### config.mk
export PLATFORM = sky130hd
export DESIGN_NAME = pcm1702_capture
export DESIGN_NICKNAME = d
export VERILOG_FILES = /design/src/rtl/pcm_pkg.sv /design/src/rtl/pcm1702_capture_edge_sync.sv /design/src/rtl/pcm1702_capture.sv
export SDC_FILE = /design/constraint.sdc
export NUM_CORES = 1
export LEC_CHECK = 0
export CORE_MARGIN = 4
export CORE_UTILIZATION = 55
export DETAILED_ROUTE_END_ITERATION = 8
export DONT_BUFFER_PORTS = 1
export GPL_ROUTABILITY_DRIVEN = 0
export PLACE_DENSITY_LB_ADDON = 0.2
export SLEW_MARGIN = 40
export SYNTH_ARGS = -nofsm -noshare
export SYNTH_HDL_FRONTEND = slang
export SYNTH_SLANG_ARGS = --single-unit
export TNS_END_PERCENT = 50
### constraint.sdc
create_clock -name CLK -period 3.3 [get_ports CLK]
set_clock_uncertainty 0.2 [all_clocks]
set_input_delay 0.66 -clock CLK [delete_from_list [all_inputs] [get_ports CLK]]
set_output_delay 0.66 -clock CLK [all_outputs]
set_load 0.01 [all_outputs]
### src/rtl/pcm_pkg.sv
// Shared constants and types for the PCM serial-capture monitors.
package pcm_pkg;

  localparam int PCM1702_W       = 20;
  localparam int PCM2706_W       = 16;
  localparam int ERR_CNT_W       = 8;
  localparam int LOCK_GOOD_WORDS = 2;

  typedef enum logic {
    ALIGN = 1'b0,
    RUN   = 1'b1
  } cap_state_e;

  function automatic logic [ERR_CNT_W-1:0] sat_inc_err(input logic [ERR_CNT_W-1:0] v);
    return (&v) ? v : v + 1'b1;
  endfunction

endpackage

### src/rtl/pcm1702_capture_edge_sync.sv
// N-stage input synchronizer with single-cycle rise/fall pulses on the synchronized value.
module edge_sync #(
  parameter int STAGES = 2
) (
  input  logic clk_i,
  input  logic rst_i,
  input  logic d_i,
  output logic q_o,
  output logic rise_o,
  output logic fall_o
);

  logic [STAGES-1:0] sync_q;
  logic              hist_q;

  always_ff @(posedge clk_i) begin
    if (rst_i) begin
      sync_q <= '0;
      hist_q <= 1'b0;
    end else begin
      sync_q <= {sync_q[STAGES-2:0], d_i};
      hist_q <= sync_q[STAGES-1];
    end
  end

  assign q_o    = sync_q[STAGES-1];
  assign rise_o = q_o & ~hist_q;
  assign fall_o = ~q_o & hist_q;

endmodule

### src/rtl/pcm1702_capture.sv
// Deserializes the PCM1702 BCK/DATA/LE stream, checks word framing and measures word period.
// Optional peak-magnitude tracker enabled by defining PCM1702_CAPTURE_PEAK_EN.
module pcm1702_capture
  import pcm_pkg::*;
#(
  parameter int DATA_W      = PCM1702_W,
  parameter int SYNC_STAGES = 2,
  parameter int PERIOD_W    = 12
) (
  input  logic                 CLK,
  input  logic                 RST,
  input  logic                 bck_in,
  input  logic                 data_in,
  input  logic                 le_in,
  output logic [DATA_W-1:0]    sample_out,
  output logic                 sample_valid,
  output logic                 frame_err,
  output logic [ERR_CNT_W-1:0] err_count,
  output logic [PERIOD_W-1:0]  word_period,
  output logic                 locked
`ifdef PCM1702_CAPTURE_PEAK_EN
  ,
  input  logic                 peak_clr,
  output logic [DATA_W-2:0]    peak_abs
`endif
);

  localparam int               CNT_W    = $clog2(DATA_W + 2);
  localparam logic [CNT_W-1:0] CNT_FULL = CNT_W'(DATA_W);
  localparam logic [CNT_W-1:0] CNT_SAT  = CNT_W'(DATA_W + 1);
  localparam logic [1:0]       GOOD_SAT = 2'(LOCK_GOOD_WORDS);

  logic bck_s, bck_rise, bck_fall;
  logic data_s, data_rise, data_fall;
  logic le_s, le_rise, le_fall;

  edge_sync #(.STAGES(SYNC_STAGES)) u_bck (
    .clk_i(CLK), .rst_i(RST), .d_i(bck_in),
    .q_o(bck_s), .rise_o(bck_rise), .fall_o(bck_fall));
  edge_sync #(.STAGES(SYNC_STAGES)) u_data (
    .clk_i(CLK), .rst_i(RST), .d_i(data_in),
    .q_o(data_s), .rise_o(data_rise), .fall_o(data_fall));
  edge_sync #(.STAGES(SYNC_STAGES)) u_le (
    .clk_i(CLK), .rst_i(RST), .d_i(le_in),
    .q_o(le_s), .rise_o(le_rise), .fall_o(le_fall));

  logic unused_edges;
  assign unused_edges = ^{bck_s, bck_fall, data_rise, data_fall, le_s, le_rise};

  cap_state_e          state_q, state_d;
  logic [DATA_W-1:0]   shreg_q, shreg_d;
  logic [CNT_W-1:0]    bit_cnt_q, bit_cnt_d, bits_seen;
  logic                close_good, close_bad;
  logic [PERIOD_W-1:0] period_cnt_q, word_period_q;
  logic                period_sat;
  logic                good_pend_q, bad_pend_q, oor_pend_q;
  logic [DATA_W-1:0]   word_pend_q, sample_q;
  logic                valid_q, ferr_q, locked_q;
  logic [ERR_CNT_W-1:0] err_q;
  logic [1:0]          good_cnt_q;

  // A BCK rise coinciding with the closing LE fall is shifted in before the word closes.
  always_comb begin
    shreg_d   = bck_rise ? {shreg_q[DATA_W-2:0], data_s} : shreg_q;
    bits_seen = (bck_rise && bit_cnt_q != CNT_SAT) ? bit_cnt_q + 1'b1 : bit_cnt_q;
    bit_cnt_d = le_fall ? '0 : bits_seen;
  end

  assign period_sat = &period_cnt_q;

  always_ff @(posedge CLK) begin
    if (RST) state_q <= ALIGN;
    else     state_q <= state_d;
  end

  always_comb begin
    state_d = state_q;
    if (state_q == ALIGN && le_fall) state_d = RUN;
  end

  always_comb begin
    close_good = (state_q == RUN) && le_fall && (bits_seen == CNT_FULL);
    close_bad  = (state_q == RUN) && le_fall && (bits_seen != CNT_FULL);
  end

  always_ff @(posedge CLK) begin
    if (RST) begin
      shreg_q       <= '0;
      bit_cnt_q     <= '0;
      period_cnt_q  <= '0;
      word_period_q <= '0;
      good_pend_q   <= 1'b0;
      bad_pend_q    <= 1'b0;
      oor_pend_q    <= 1'b0;
      word_pend_q   <= '0;
    end else begin
      shreg_q     <= shreg_d;
      bit_cnt_q   <= bit_cnt_d;
      good_pend_q <= close_good;
      bad_pend_q  <= close_bad;
      oor_pend_q  <= le_fall && period_sat;
      if (close_good) word_pend_q <= shreg_d;
      if (le_fall) begin
        word_period_q <= period_cnt_q;
        period_cnt_q  <= PERIOD_W'(1);
      end else if (!period_sat) begin
        period_cnt_q <= period_cnt_q + 1'b1;
      end
    end
  end

  // Results land one cycle after the close so sample_out and sample_valid move together.
  always_ff @(posedge CLK) begin
    if (RST) begin
      sample_q   <= '0;
      valid_q    <= 1'b0;
      ferr_q     <= 1'b0;
      err_q      <= '0;
      good_cnt_q <= '0;
      locked_q   <= 1'b0;
    end else begin
      valid_q <= good_pend_q;
      ferr_q  <= bad_pend_q;
      if (good_pend_q) sample_q <= word_pend_q;
      if (bad_pend_q)  err_q    <= sat_inc_err(err_q);
      if (bad_pend_q || oor_pend_q || period_sat) begin
        good_cnt_q <= '0;
        locked_q   <= 1'b0;
      end else if (good_pend_q) begin
        if (good_cnt_q != GOOD_SAT) good_cnt_q <= good_cnt_q + 1'b1;
        if (good_cnt_q >= GOOD_SAT - 2'd1) locked_q <= 1'b1;
      end
    end
  end

  assign sample_out   = sample_q;
  assign sample_valid = valid_q;
  assign frame_err    = ferr_q;
  assign err_count    = err_q;
  assign word_period  = word_period_q;
  assign locked       = locked_q;

`ifdef PCM1702_CAPTURE_PEAK_EN
  logic [DATA_W-2:0] peak_q;
  logic [DATA_W-1:0] neg_word;
  logic [DATA_W-2:0] word_abs;

  // The most negative code has no positive twin; clamp its magnitude to full scale.
  always_comb begin
    neg_word = '0 - word_pend_q;
    if (!word_pend_q[DATA_W-1]) word_abs = word_pend_q[DATA_W-2:0];
    else if (neg_word[DATA_W-1]) word_abs = '1;
    else                         word_abs = neg_word[DATA_W-2:0];
  end

  always_ff @(posedge CLK) begin
    if (RST || peak_clr)                       peak_q <= '0;
    else if (good_pend_q && word_abs > peak_q) peak_q <= word_abs;
  end

  assign peak_abs = peak_q;
`endif

endmodule

### Word-level counts from Yosys, hierarchy flattened

Index checks and enable logic that the tools add are counted.

| storage, ports and cells | value |
|---|---|
| register bits after elaboration | 114 |

| cells by class | value |
|---|---|
| add/subtract/negate cells | 4 |
| $lt $le $gt $ge | 1 |
| eq/ne operators | 5 |
| mux-type cells | 4 |
| bitwise gates (word level) | 6 |
| reductions and logical operators | 15 |

Operators by type and width:

| kind | number |
|---|---|
| $mux W20 | 1 |
| $add A12 B1 Y12 const B | 1 |
| $reduce_and A12 Y1 | 1 |
| $ne A5 B5 Y1 const B | 2 |
| $add A8 B1 Y8 const B | 1 |
| $reduce_and A8 Y1 | 1 |
| $logic_and A1 B1 Y1 | 6 |
| $reduce_and A2 Y1 | 3 |
| $add A5 B1 Y5 const B | 1 |
| $eq A5 B5 Y1 const B | 1 |
| $mux W5 | 1 |
| $ne A2 B2 Y1 const B | 2 |
| $not A1 Y1 | 4 |
| $reduce_or A2 Y1 | 2 |
| $add A2 B1 Y2 const B | 1 |
| $and A1 B1 Y1 | 2 |
| $ge A2 B1 Y1 const B | 1 |
| $logic_or A1 B1 Y1 | 2 |
| $mux W1 | 2 |

### Longest topological paths before layout

| logic depth | value |
|---|---|
| depth after elaboration | 6 |
| depth in mapped cells | 8 |
| mapped depth without buffers | 7 |

### Modules after synthesis

From an unflattened synthesis, not the netlist that was laid out.

| second synthesis, totals | value |
|---|---|
| cells, all modules | 434 |
| area, all modules | 4611.9 um2 |

By module, submodules not included:

| module | times used | cells each | area each (um2) | sequential area each (um2) |
|---|---|---|---|---|
| pcm1702_capture | 1 | 410 | 4337.9 | 2122.0 |
| edge_sync | 3 | 8 | 91.3 | 60.1 |

### Worst setup path after synthesis

Ideal clock, no wire load.

| path | value |
|---|---|
| kind | reg2reg |
| start | reg bit_cnt_q[1] |
| end | reg word_pend_q[0] |
| library setup time | 0.121 ns |
| arrival | 2.163 ns |
| path slack | 0.815 ns |
| stages on the path, launching flop included | 9 |
| path buffers | 1 |
| clock period less this slack | 2.485 ns |
| path through | dfxtp_1 > inv_1 > ha_1 > and4b_1 > nor4_1 > nor4_2 > nor4b_2 > buf_6 > mux2_4 |

| on the way | value |
|---|---|
| longest elaborated chain between the ends | 5 |
| elaborated cells on any way between the ends | 6 |
| those cells by class | 1 x add/sub; 2 x eq/ne; 1 x mux; 2 x reduce/logical |

RTL lines:

| what | line | RTL |
|---|---|---|
| from (decl) | pcm1702_capture.sv:52 | `logic [CNT_W-1:0] bit_cnt_q, bit_cnt_d, bits_seen;` |
| from (signal assigned) | pcm1702_capture.sv:98 | `bit_cnt_q <= bit_cnt_d;` |
| branches (longest 2 deep; another with $add A5 B1 Y5) | -- |  |
| $mux W5 (*) | pcm1702_capture.sv:65 | `bits_seen = (bck_rise && bit_cnt_q != CNT_SAT) ? bit_cnt_q + 1'b1 : bit_cnt_q;` |
| $eq A5 B5 Y1 (*) | pcm1702_capture.sv:82 | `close_good = (state_q == RUN) && le_fall && (bits_seen == CNT_FULL);` |
| $logic_and A1 B1 Y1 (*) | pcm1702_capture.sv:82 |  |
| to (signal assigned) | pcm1702_capture.sv:102 | `if (close_good) word_pend_q <= shreg_d;` |
| to (decl) | pcm1702_capture.sv:57 | `logic [DATA_W-1:0] word_pend_q, sample_q;` |

Every way passes the cells marked *.
A chain may end at the register's enable or synchronous reset.

### Worst setup path in the final report

| path | value |
|---|---|
| start | reg bit_cnt_q[1] |
| end | reg word_pend_q[15] |

The elaborated chain is that of the path after synthesis.

==> impl_metrics.json <==
{
  "clk_latency_ns": 0.51,
  "io_buffer_count": 0,
  "fp.dieW_um": 99.8,
  "dominant_synthesized_flop_cell": "sky130_fd_sc_hd__dfxtp_1",
  "clock_sink_count": 114,
  "syn_area_cell_um2": 10.1,
  "cts.repair.resized": 0,
  "first_global_vias": 3027,
  "dieHeight_um": 99.8,
  "unrepaired_setup_endpoints_after_global_routing": "no",
  "critical_path.n_buffers_inverters": 2,
  "first_iter_violations": 86,
  "num_rows": 33,
  "final_min_period_over_clock_period": 0.846,
  "reg_clk_slew_reported_paths_ns": 0.05,
  "top_delay_family_on_crit_path": "simple AND/OR/NAND/NOR gates",
  "irDropWorstVdd_mv": 0.379,
  "final_layout_size_suffix_gt1_frac": 0.253,
  "vias": 2980,
  "synth_warn": 0,
  "routed_wl_mm": 8.25,
  "router_iterations_before_antenna_repair": 4,
  "cts.root.buffer_cell": "sky130_fd_sc_hd__clkbuf_8",
  "grt.total_usage": 0.179,
  "cp_data_arrival_time_ns": 2.99,
  "number_of_violations_of_the_max_capacitance_limit": 0,
  "detailed_place.area_um2": 4650,
  "timing.critical_path.cells": "inv_1 -> ha_1 -> and4b_1 -> nor4_1 -> nor4_2 -> nor4b_4 -> buf_4 -> mux2_4",
  "synthMostInstantiatedCell": "sky130_fd_sc_hd__dfxtp_1",
  "worst-slew-pin-transition_ns": 0.749,
  "synthesis.instances": 458,
  "postLayoutSetupSlackWorst_ns": 0.509,
  "crit_path_top_delay_cell": "sky130_fd_sc_hd__dfxtp_1",
  "timing.critical_path.fanout_max": 20,
  "timing.setup.critical_path_class": "flop to flop",
  "max_stage_delay_ns": 0.48,
  "grt_overflow": 0,
  "final.fill_count": 646,
  "asyncSetResetFlopFracSynth": 0,
  "drc_errors": 0,
  "synthesized_netlist_net_count": 469,
  "worst-endpoint-required_ns": 3.50,
  "finalNetCount": 469,
  "initial_cell_density_of_the_core": 0.565,
  "most_area_hungry_cell_type_in_the_yosys_netlist": "sky130_fd_sc_hd__dfxtp_1",
  "synth_area_leaders": "sky130_fd_sc_hd__dfxtp_1, sky130_fd_sc_hd__mux2_4, sky130_fd_sc_hd__mux2i_1, sky130_fd_sc_hd__nand2_1, sky130_fd_sc_hd__nor2_1",
  "synth_enable_flop_cells": 0,
  "floorplan.core_area_um2": 8220,
  "netlist-cell-type-count": 46,
  "finalSetupTns_ns": 0,
  "timing.final.crit_period_ns": 2.79,
  "hold_viol": 0,
  "grt_first_pass_wirelength_mm": 14.2,
  "maximum_number_of_pins_on_one_net_before_global_route_repair": 66,
  "drtAntennaViolNets": 0,
  "setup-violations-final": 0,
  "number_of_max_slew_violations_in_the_final_report": 0,
  "synth_seq_area_share": 0.492,
  "area_growth_syn_to_layout_pct": 14.9,
  "cp-end-kind": "flop",
  "fmaxAchievable_mhz": 358,
  "cts-root-to-sink-buffers": 2,
  "synth.cells.most_frequent": "sky130_fd_sc_hd__dfxtp_1, sky130_fd_sc_hd__nand2_1, sky130_fd_sc_hd__nor2_1, sky130_fd_sc_hd__a21oi_1, sky130_fd_sc_hd__mux2i_1",
  "setup_slack_at_placement_ns": 0.511,
  "num_antenna_cells": 0,
  "cellPowerDensity_nw_per_um2": 641,
  "cts-htree-levels": 4,
  "hp-class": "primary input to flop",
  "crit_path_start_kind": "flop",
  "p_leak_nw": 1.95,
  "outcome": "completed",
  "ys_seq_elements": 114,
  "tritoncts": "built",
  "wire_per_inst_um": 14.3,
  "floorplan.io_pins": 48,
  "relSlewSlack": 0.501,
  "finish.instance_area_um2": 5330,
  "post_cts.repair.setup_buffers": 0,
  "postCtsHoldBufs": 3,
  "avgViaCountPerCell": 5.17,
  "netlist_area_um2": 4640,
  "dp_wirelength_mm": 4.77,
  "antenna_violations_before_repair": 0,
  "numCtsBuffers": 17,
  "synth_top_area_frac": 0.492,
  "die_footprint_um2": 9970
}
## per-layer routing
layer / track usage / up-vias / share of wire
met5: 0 / - / 0
met4: 0.0735 / 0 / 0.016
met3: 0.0674 / 17 / 0.042
met1: 0.219 / 1382 / 0.47
li1: - / 1529 / -
met2: 0.283 / 52 / 0.47
## final cells by class
cell class	instances	area [um2]	share of cell area
Sequential cell	114	2280	0.428
Multi-Input combinational cell	312	2190	0.411
Clock buffer	19	442	0.0828
Clock inverter	13	205	0.0385
Tap cell	105	131	0.0246
Timing Repair Buffer	7	57.6	0.0108
Inverter	6	22.5	0.00422
## state kept, by name (all words and copies together), names as in the netlist, 2 cells and up
| signal | count |
|---|---|
| bit_cnt_q | 5 |
| err_count | 8 |
| good_cnt_q | 2 |
| period_cnt_q | 12 |
| sample_out | 20 |
| shreg_q | 20 |
| u_bck.sync_q | 2 |
| u_data.sync_q | 2 |
| u_le.sync_q | 2 |
| word_pend_q | 20 |
| word_period | 12 |
## power breakdown
part	switching, W	internal (W)	leakage (nW)
Combinational	0.0000331	0.0000199	0.724
Sequential	0.00000926	0.00139	0.920
Clock	0.000631	0.00134	0.311
Total	0.000673	0.00275	1.95
## worst reg2reg max path: stages (launching register included)
cell and delay (ns):
sky130_fd_sc_hd__dfxtp_1 0.48, sky130_fd_sc_hd__inv_1 0.10, sky130_fd_sc_hd__ha_1 0.24, sky130_fd_sc_hd__and4b_1 0.25, sky130_fd_sc_hd__nor4_1 0.30, sky130_fd_sc_hd__nor4_2 0.12
sky130_fd_sc_hd__nor4b_4 0.25, sky130_fd_sc_hd__buf_4 0.39, sky130_fd_sc_hd__mux2_4 0.35
## path summary, 6_finish.rpt
kind,start,endpoint,slack (ns),depth (start not counted)
setup / recovery,bit_cnt_q[1],word_pend_q[15],0.51,8
hold / removal,RST,oor_pend_q,0.04,1
setup reg to reg,bit_cnt_q[1],word_pend_q[15],0.51,8
hold reg to reg,u_bck.sync_q[0],u_bck.sync_q[1],0.24,1
## cells by family (layout without fill, tap and decap cells)
logic type / count (synthesis) / in the layout / synth area share
compound gates: 52 / 52 / 0.0796
mux: 42 / 42 / 0.112
simple gates: 196 / 196 / 0.232
fa+ha+maj: 6 / 6 / 0.0162
buf+inv: 32 / 45 / 0.0375
flops: 114 / 114 / 0.492
xor+xnor: 16 / 16 / 0.0302
## cell usage in the layout, fill, tap and decap left out, drive strengths merged, types with 4 or more instances in the layout
cell    count
a21oi      41
and2b      21
and3        5
buf         4
bufinv      5
clkbuf     19
dfxtp     114
ha          6
inv         8
mux2       20
mux2i      22
nand2      73
nand3       8
nand4       4
nor2       48
nor2b      14
nor3        7
xnor2       8
xor2        8
## stage by stage
step / total power (W) / hold WS, ns / std cells / utilization
floorplan: 0.00148 / 0.214 / 458 / -
detailed placement: 0.00147 / 0.230 / 540 / 0.566
CTS: 0.00346 / 0.00150 / 575 / 0.648
finish: 0.00342 / 0.0425 / 576 / 0.649
global route: 0.00354 / 0.0152 / 576 / 0.649
global placement: 0.00146 / 0.222 / 540 / 0.566
(Power assumes the default switching activity.)
==> patch 1, RTL diff (same settings) <==
The output `frame_err` loses its register stage (`ferr_q` becomes a continuous assignment).
--- a/src/rtl/pcm1702_capture.sv
+++ b/src/rtl/pcm1702_capture.sv
@@ -114,13 +114,11 @@
     if (RST) begin
       sample_q   <= '0;
       valid_q    <= 1'b0;
-      ferr_q     <= 1'b0;
       err_q      <= '0;
       good_cnt_q <= '0;
       locked_q   <= 1'b0;
     end else begin
       valid_q <= good_pend_q;
-      ferr_q  <= bad_pend_q;
       if (good_pend_q) sample_q <= word_pend_q;
       if (bad_pend_q)  err_q    <= sat_inc_err(err_q);
       if (bad_pend_q || oor_pend_q || period_sat) begin
@@ -132,6 +130,8 @@
       end
     end
   end
+
+  assign ferr_q = bad_pend_q;
 
   assign sample_out   = sample_q;
   assign sample_valid = valid_q;
Behaviour: not the same (Yosys sat finds a counterexample within 10 cycles, from zero or initial values and one cycle with RST high).
==> patch 1 against the unedited design <==
  * Routed wire length decreased by 3.2%
  * Sequential cell count decreased by 1
  * Total power decreased by 7.8%
  * Global-route usage decreased by 0.93 points
  * Area after synthesis decreased by 0.40%
  * First-iteration DRC count decreased by 10%
  * Cell count decreased by 0.69%
  * Count of clock-buffer cells in the layout increased by 3
  * Final area decreased by 2.0%
  * Setup slack improved by 43 ps
  * Largest cell class unchanged
  * Highest routed layer unchanged
==> patch 1: results (changes against the unedited design) <==
The flow ran to the end, and the final reports show no timing, DRC or antenna violations. The first-pass GRT wire length is 13600 um (was 14200 um), and the logic depth of the worst register-to-register path is 8 (unchanged). Top cells by instance count after synthesis: 113 x sky130_fd_sc_hd__dfxtp_1, 54 x sky130_fd_sc_hd__nand2_1, 48 x sky130_fd_sc_hd__nor2_1, 22 x sky130_fd_sc_hd__a21oi_1, 22 x sky130_fd_sc_hd__mux2i_1 (was 114 x sky130_fd_sc_hd__dfxtp_1, 55 x sky130_fd_sc_hd__nand2_1, 48 x sky130_fd_sc_hd__nor2_1, 23 x sky130_fd_sc_hd__a21oi_1, 22 x sky130_fd_sc_hd__mux2i_1).

Complex-gate fraction of the synthesized area: 8.20% (was 7.96%). The arithmetic-cell share of the synthesized area counting full adders, half adders and majority gates came out at 1.62% (about the same). Endpoint of the worst register-to-register path: word_pend_q[19]$_SDFFE_PP0P_ (was word_pend_q[15]$_SDFFE_PP0P_).

Cell depth of the worst hold path: 1 (unchanged). Met2 routed wirelength: 3980 um (was 3860 um). For the total routing usage reported by global routing, the log shows 17.0% (was 17.9%). The tools report the number of nets in the synthesized netlist as 466 (was 469).

The logs give 77 (was 86) for the number of DRC markers in iteration 0 and 1.91 nW (was 1.95 nW) for the leakage power. The tools report the standard cell area after detailed placement as 4620 um2 (was 4650 um2). The largest net degree at the start of global routing is 97 (was 66). The logs give 3670 um (was 3910 um) for the length of routed wiring on met1 and 270 um (was 347 um) for the met3 wirelength from detailed routing. The run gives 4790 um (was 4770 um) as the HPWL after detailed placement.

Main area contributors after synthesis: sky130_fd_sc_hd__dfxtp_1 49%, sky130_fd_sc_hd__mux2_4 6.5%, sky130_fd_sc_hd__mux2i_1 4.8% (was sky130_fd_sc_hd__dfxtp_1 49%, sky130_fd_sc_hd__mux2_4 6.5%, sky130_fd_sc_hd__mux2i_1 4.7%). Length of the first detailed-routing pass in iterations: 5 (was 4). The source of the worst hold timing path is RST (unchanged).

The critical path arrival was 2930 ps (was 2990 ps); the xor and xnor area share after synthesis was 3.03% (was 3.02%). Clock root buffer master: sky130_fd_sc_hd__clkbuf_8 (unchanged). The logs give 3010 (was 3027) for the via count of the first global-routing pass and 0 (unchanged) for the initial antenna violation count. The setup slack of the most critical reg-to-reg path came out at 550 ps (was 510 ps).

The tools report the worst-case hold path end point as sample_out[9]$_SDFFE_PP0P_ (was oor_pend_q$_SDFF_PP0_). The tools report the sequential share of the synthesized area as 49.0% (was 49.2%). The multiplexer fraction of the synthesized cell area came out at 11.3% (was 11.2%). Routed wire length: 7980 um (was 8250 um). The share of cells above drive strength 1 was 25.3% (about the same). The tools report the distinct cell type count after synthesis as 45 (was 46). The run gives 47.8% (was 50.1%) as the worst slew slack as a fraction of its limit. Post-cts gate resize count: 0 (unchanged). The worst hold-check slack came out at 34.0 ps (was 42.5 ps).

The fraction of synthesis flops using an asynchronous set or reset pin was 0% (unchanged); the via density per instance was 5.19 (was 5.17). The peak ir drop on the vdd network was 353 uV (was 379 uV); the peak per-stage delay on the critical path was 480 ps (about the same).
==> patch 1: cell types whose count changed in the layout (fill, tap and decap cells not counted), moves of 2 or more <==
cell                        before  now
sky130_fd_sc_hd__bufinv_16       5    2
sky130_fd_sc_hd__and2b_2         4    6
sky130_fd_sc_hd__clkbuf_1        0    2
sky130_fd_sc_hd__clkinv_2        3    5
sky130_fd_sc_hd__inv_6           2    0
==> patch 1: cell type report <==
type                    count  area [um2]
well taps                 105         131
flip-flops and latches    113        2260
clock buffers              22         463
fillers                   669        2950
clock inverters            10         109
repair buffers              5        45.0
multi-input cells         311        2190
inverters                   6        22.5
==> patch 1: worst max path at each step <==
stage / to / slack (ps)
global route: word_pend_q[11]$_SDFFE_PP0P_ / 400
finish: word_pend_q[19]$_SDFFE_PP0P_ / 550
global placement: word_pend_q[4]$_SDFFE_PP0P_ / 670
detailed placement: word_pend_q[6]$_SDFFE_PP0P_ / 550
CTS: word_pend_q[6]$_SDFFE_PP0P_ / 550
floorplan: word_pend_q[0]$_SDFFE_PP0P_ / 820
==> patch 1: critical path: cells and delay by family (launching register included) <==
kind,cells,cell delay [ps]
fa+ha+maj,1,240
simple gates,4,890
buf+inv,2,480
mux,1,330
flops,1,480
==> patch 1: stage by stage <==
step           power (mW)  std cells  util (%)
5_1_grt              3.26        572      63.9
4_1_cts              3.18        569      63.5
6_report             3.16        572      63.9
2_1_floorplan        1.46        455         -
3_5_place_dp         1.45        537      56.6
3_3_place_gp         1.45        537      56.6
==> patch 1: where the power goes <==
part           switching [mW]  internal [mW]
registers             0.00830           1.37
logic                  0.0263         0.0194
clock network           0.600           1.13
==> patch 1: layer usage <==
metal / up-vias / global-route usage, %
met3: 7 / 5.89
li1: 1525 / -
met2: 42 / 28.7
met1: 1393 / 19.4
met4: 0 / 7.14
met5: - / 0
==> patch 2, RTL diff (config.mk and constraints unchanged) <==
Made on the original files. The parameter `PERIOD_W` goes from 12 to 14.
--- a/src/rtl/pcm1702_capture.sv
+++ b/src/rtl/pcm1702_capture.sv
@@ -5,7 +5,7 @@
 #(
   parameter int DATA_W      = PCM1702_W,
   parameter int SYNC_STAGES = 2,
-  parameter int PERIOD_W    = 12
+  parameter int PERIOD_W    = 14
 ) (
   input  logic                 CLK,
   input  logic                 RST,
Ports: changed (resized word_period); port bits go from 48 to 50. No check against the original RTL was run, so the function may have changed too.
==> patch 2 against the unedited design <==
  * Utilization increased by 0.82 points
  * Routed wire length increased by 0.87%
  * Setup slack got worse by 140 ps
  * Sequential cell count increased by 4
  * Area after synthesis decreased by 1.9%
  * Clock power decreased by 10%
  * Die area decreased by 1.8%
  * Fmax decreased by 4.7%
  * Total power decreased by 5.0%
  * Final area decreased by 2.8%
  * Highest routed layer unchanged
  * Combinational power decreased by 28%
  * Sequential share of layout area increased by 2.8 points
  * Via count increased by 6.0%
==> patch 2: results (changes against the unedited design) <==
The run finished with clean final reports. The largest net degree at the start of global routing came out at 100 (was 66). Share of cells above drive strength 1: 11.4% (was 25.3%). For the first-pass GRT wire length, the log shows 14700 um (was 14200 um). The via density per instance is 5.33 (was 5.17), and the initial antenna violation count is 1 (was 0).

The layout filler cell count is 621 (was 646), and the final net count is 488 (was 469). The arithmetic-cell share of the synthesized area counting full adders, half adders and majority gates came out at 1.65% (was 1.62%). The tools report the worst-case hold path end point as sample_out[3]$_SDFFE_PP0P_ (was oor_pend_q$_SDFF_PP0_).

The leakage power was 1.96 nW (was 1.95 nW); the complex-gate fraction of the synthesized area was 6.13% (was 7.96%). The tools report the part of the total power dissipated in the clock network as 54.4% (was 57.6%). The worst hold-check slack was 32.0 ps (was 42.5 ps).

The run gives 48.7% (was 50.1%) as the worst slew slack as a fraction of its limit. The critical path arrival is 3110 ps (was 2990 ps), and the xor and xnor area share after synthesis is 3.46% (was 3.02%). The run gives 44.5% (was 40.8%) as the portion of total power attributed to sequential cells. Logic depth of the worst register-to-register path: 7 (was 8). The worst setup slack after placement came out at 384 ps (was 511 ps).

Top cells by instance count after synthesis: 118 x sky130_fd_sc_hd__dfxtp_1, 78 x sky130_fd_sc_hd__nand2_1, 51 x sky130_fd_sc_hd__nor2_1, 40 x sky130_fd_sc_hd__a21oi_1, 32 x sky130_fd_sc_hd__nor2b_1 (was 114 x sky130_fd_sc_hd__dfxtp_1, 55 x sky130_fd_sc_hd__nand2_1, 48 x sky130_fd_sc_hd__nor2_1, 23 x sky130_fd_sc_hd__a21oi_1, 22 x sky130_fd_sc_hd__mux2i_1). The average wire per cell in the routed design is 14.0 um (was 14.3 um). The placed cell count was 559 (was 540); the filler-free cell count of the finished design was 593 (was 576).

The distinct cell type count after synthesis is 31 (was 46), and the sequential share of the synthesized area is 51.9% (was 49.2%). The tools report the net switching power figure as 0.655 mW (was 0.673 mW). The cell area power density works out to 627 nW/um2 (was 641 nW/um2). Main area contributors after synthesis: sky130_fd_sc_hd__dfxtp_1 52%, sky130_fd_sc_hd__mux2_4 6.6%, sky130_fd_sc_hd__nand2_1 6.4% (was sky130_fd_sc_hd__dfxtp_1 49%, sky130_fd_sc_hd__mux2_4 6.5%, sky130_fd_sc_hd__mux2i_1 4.7%).
-- patch 2: cell type report --
class	count	area [um2]	area share, %
Clock buffer	19	422	8.13
Antenna cell	1	2.50	0.0483
Inverter	6	22.5	0.434
Timing Repair Buffer	6	47.5	0.917
Sequential cell	118	2360	45.6
Clock inverter	13	158	3.04
Multi-Input combinational cell	328	2040	39.4
Tap cell	102	128	2.46
-- patch 2: worst max-delay path: stages (launching register included) --
cell	delay, ps
sky130_fd_sc_hd__dfxtp_1	390
sky130_fd_sc_hd__inv_1	60
sky130_fd_sc_hd__ha_1	190
sky130_fd_sc_hd__and4b_1	210
sky130_fd_sc_hd__or4_1	460
sky130_fd_sc_hd__o21a_1	150
sky130_fd_sc_hd__or4b_4	760
sky130_fd_sc_hd__mux2_4	370
-- patch 2: per-layer routing --
layer,up-vias,track usage (%),routed length [um]
li1,1603,-,-
met1,1486,20.7,3700
met5,-,0,0
met4,0,8.82,85
met3,8,6.58,400
met2,62,30.3,4130
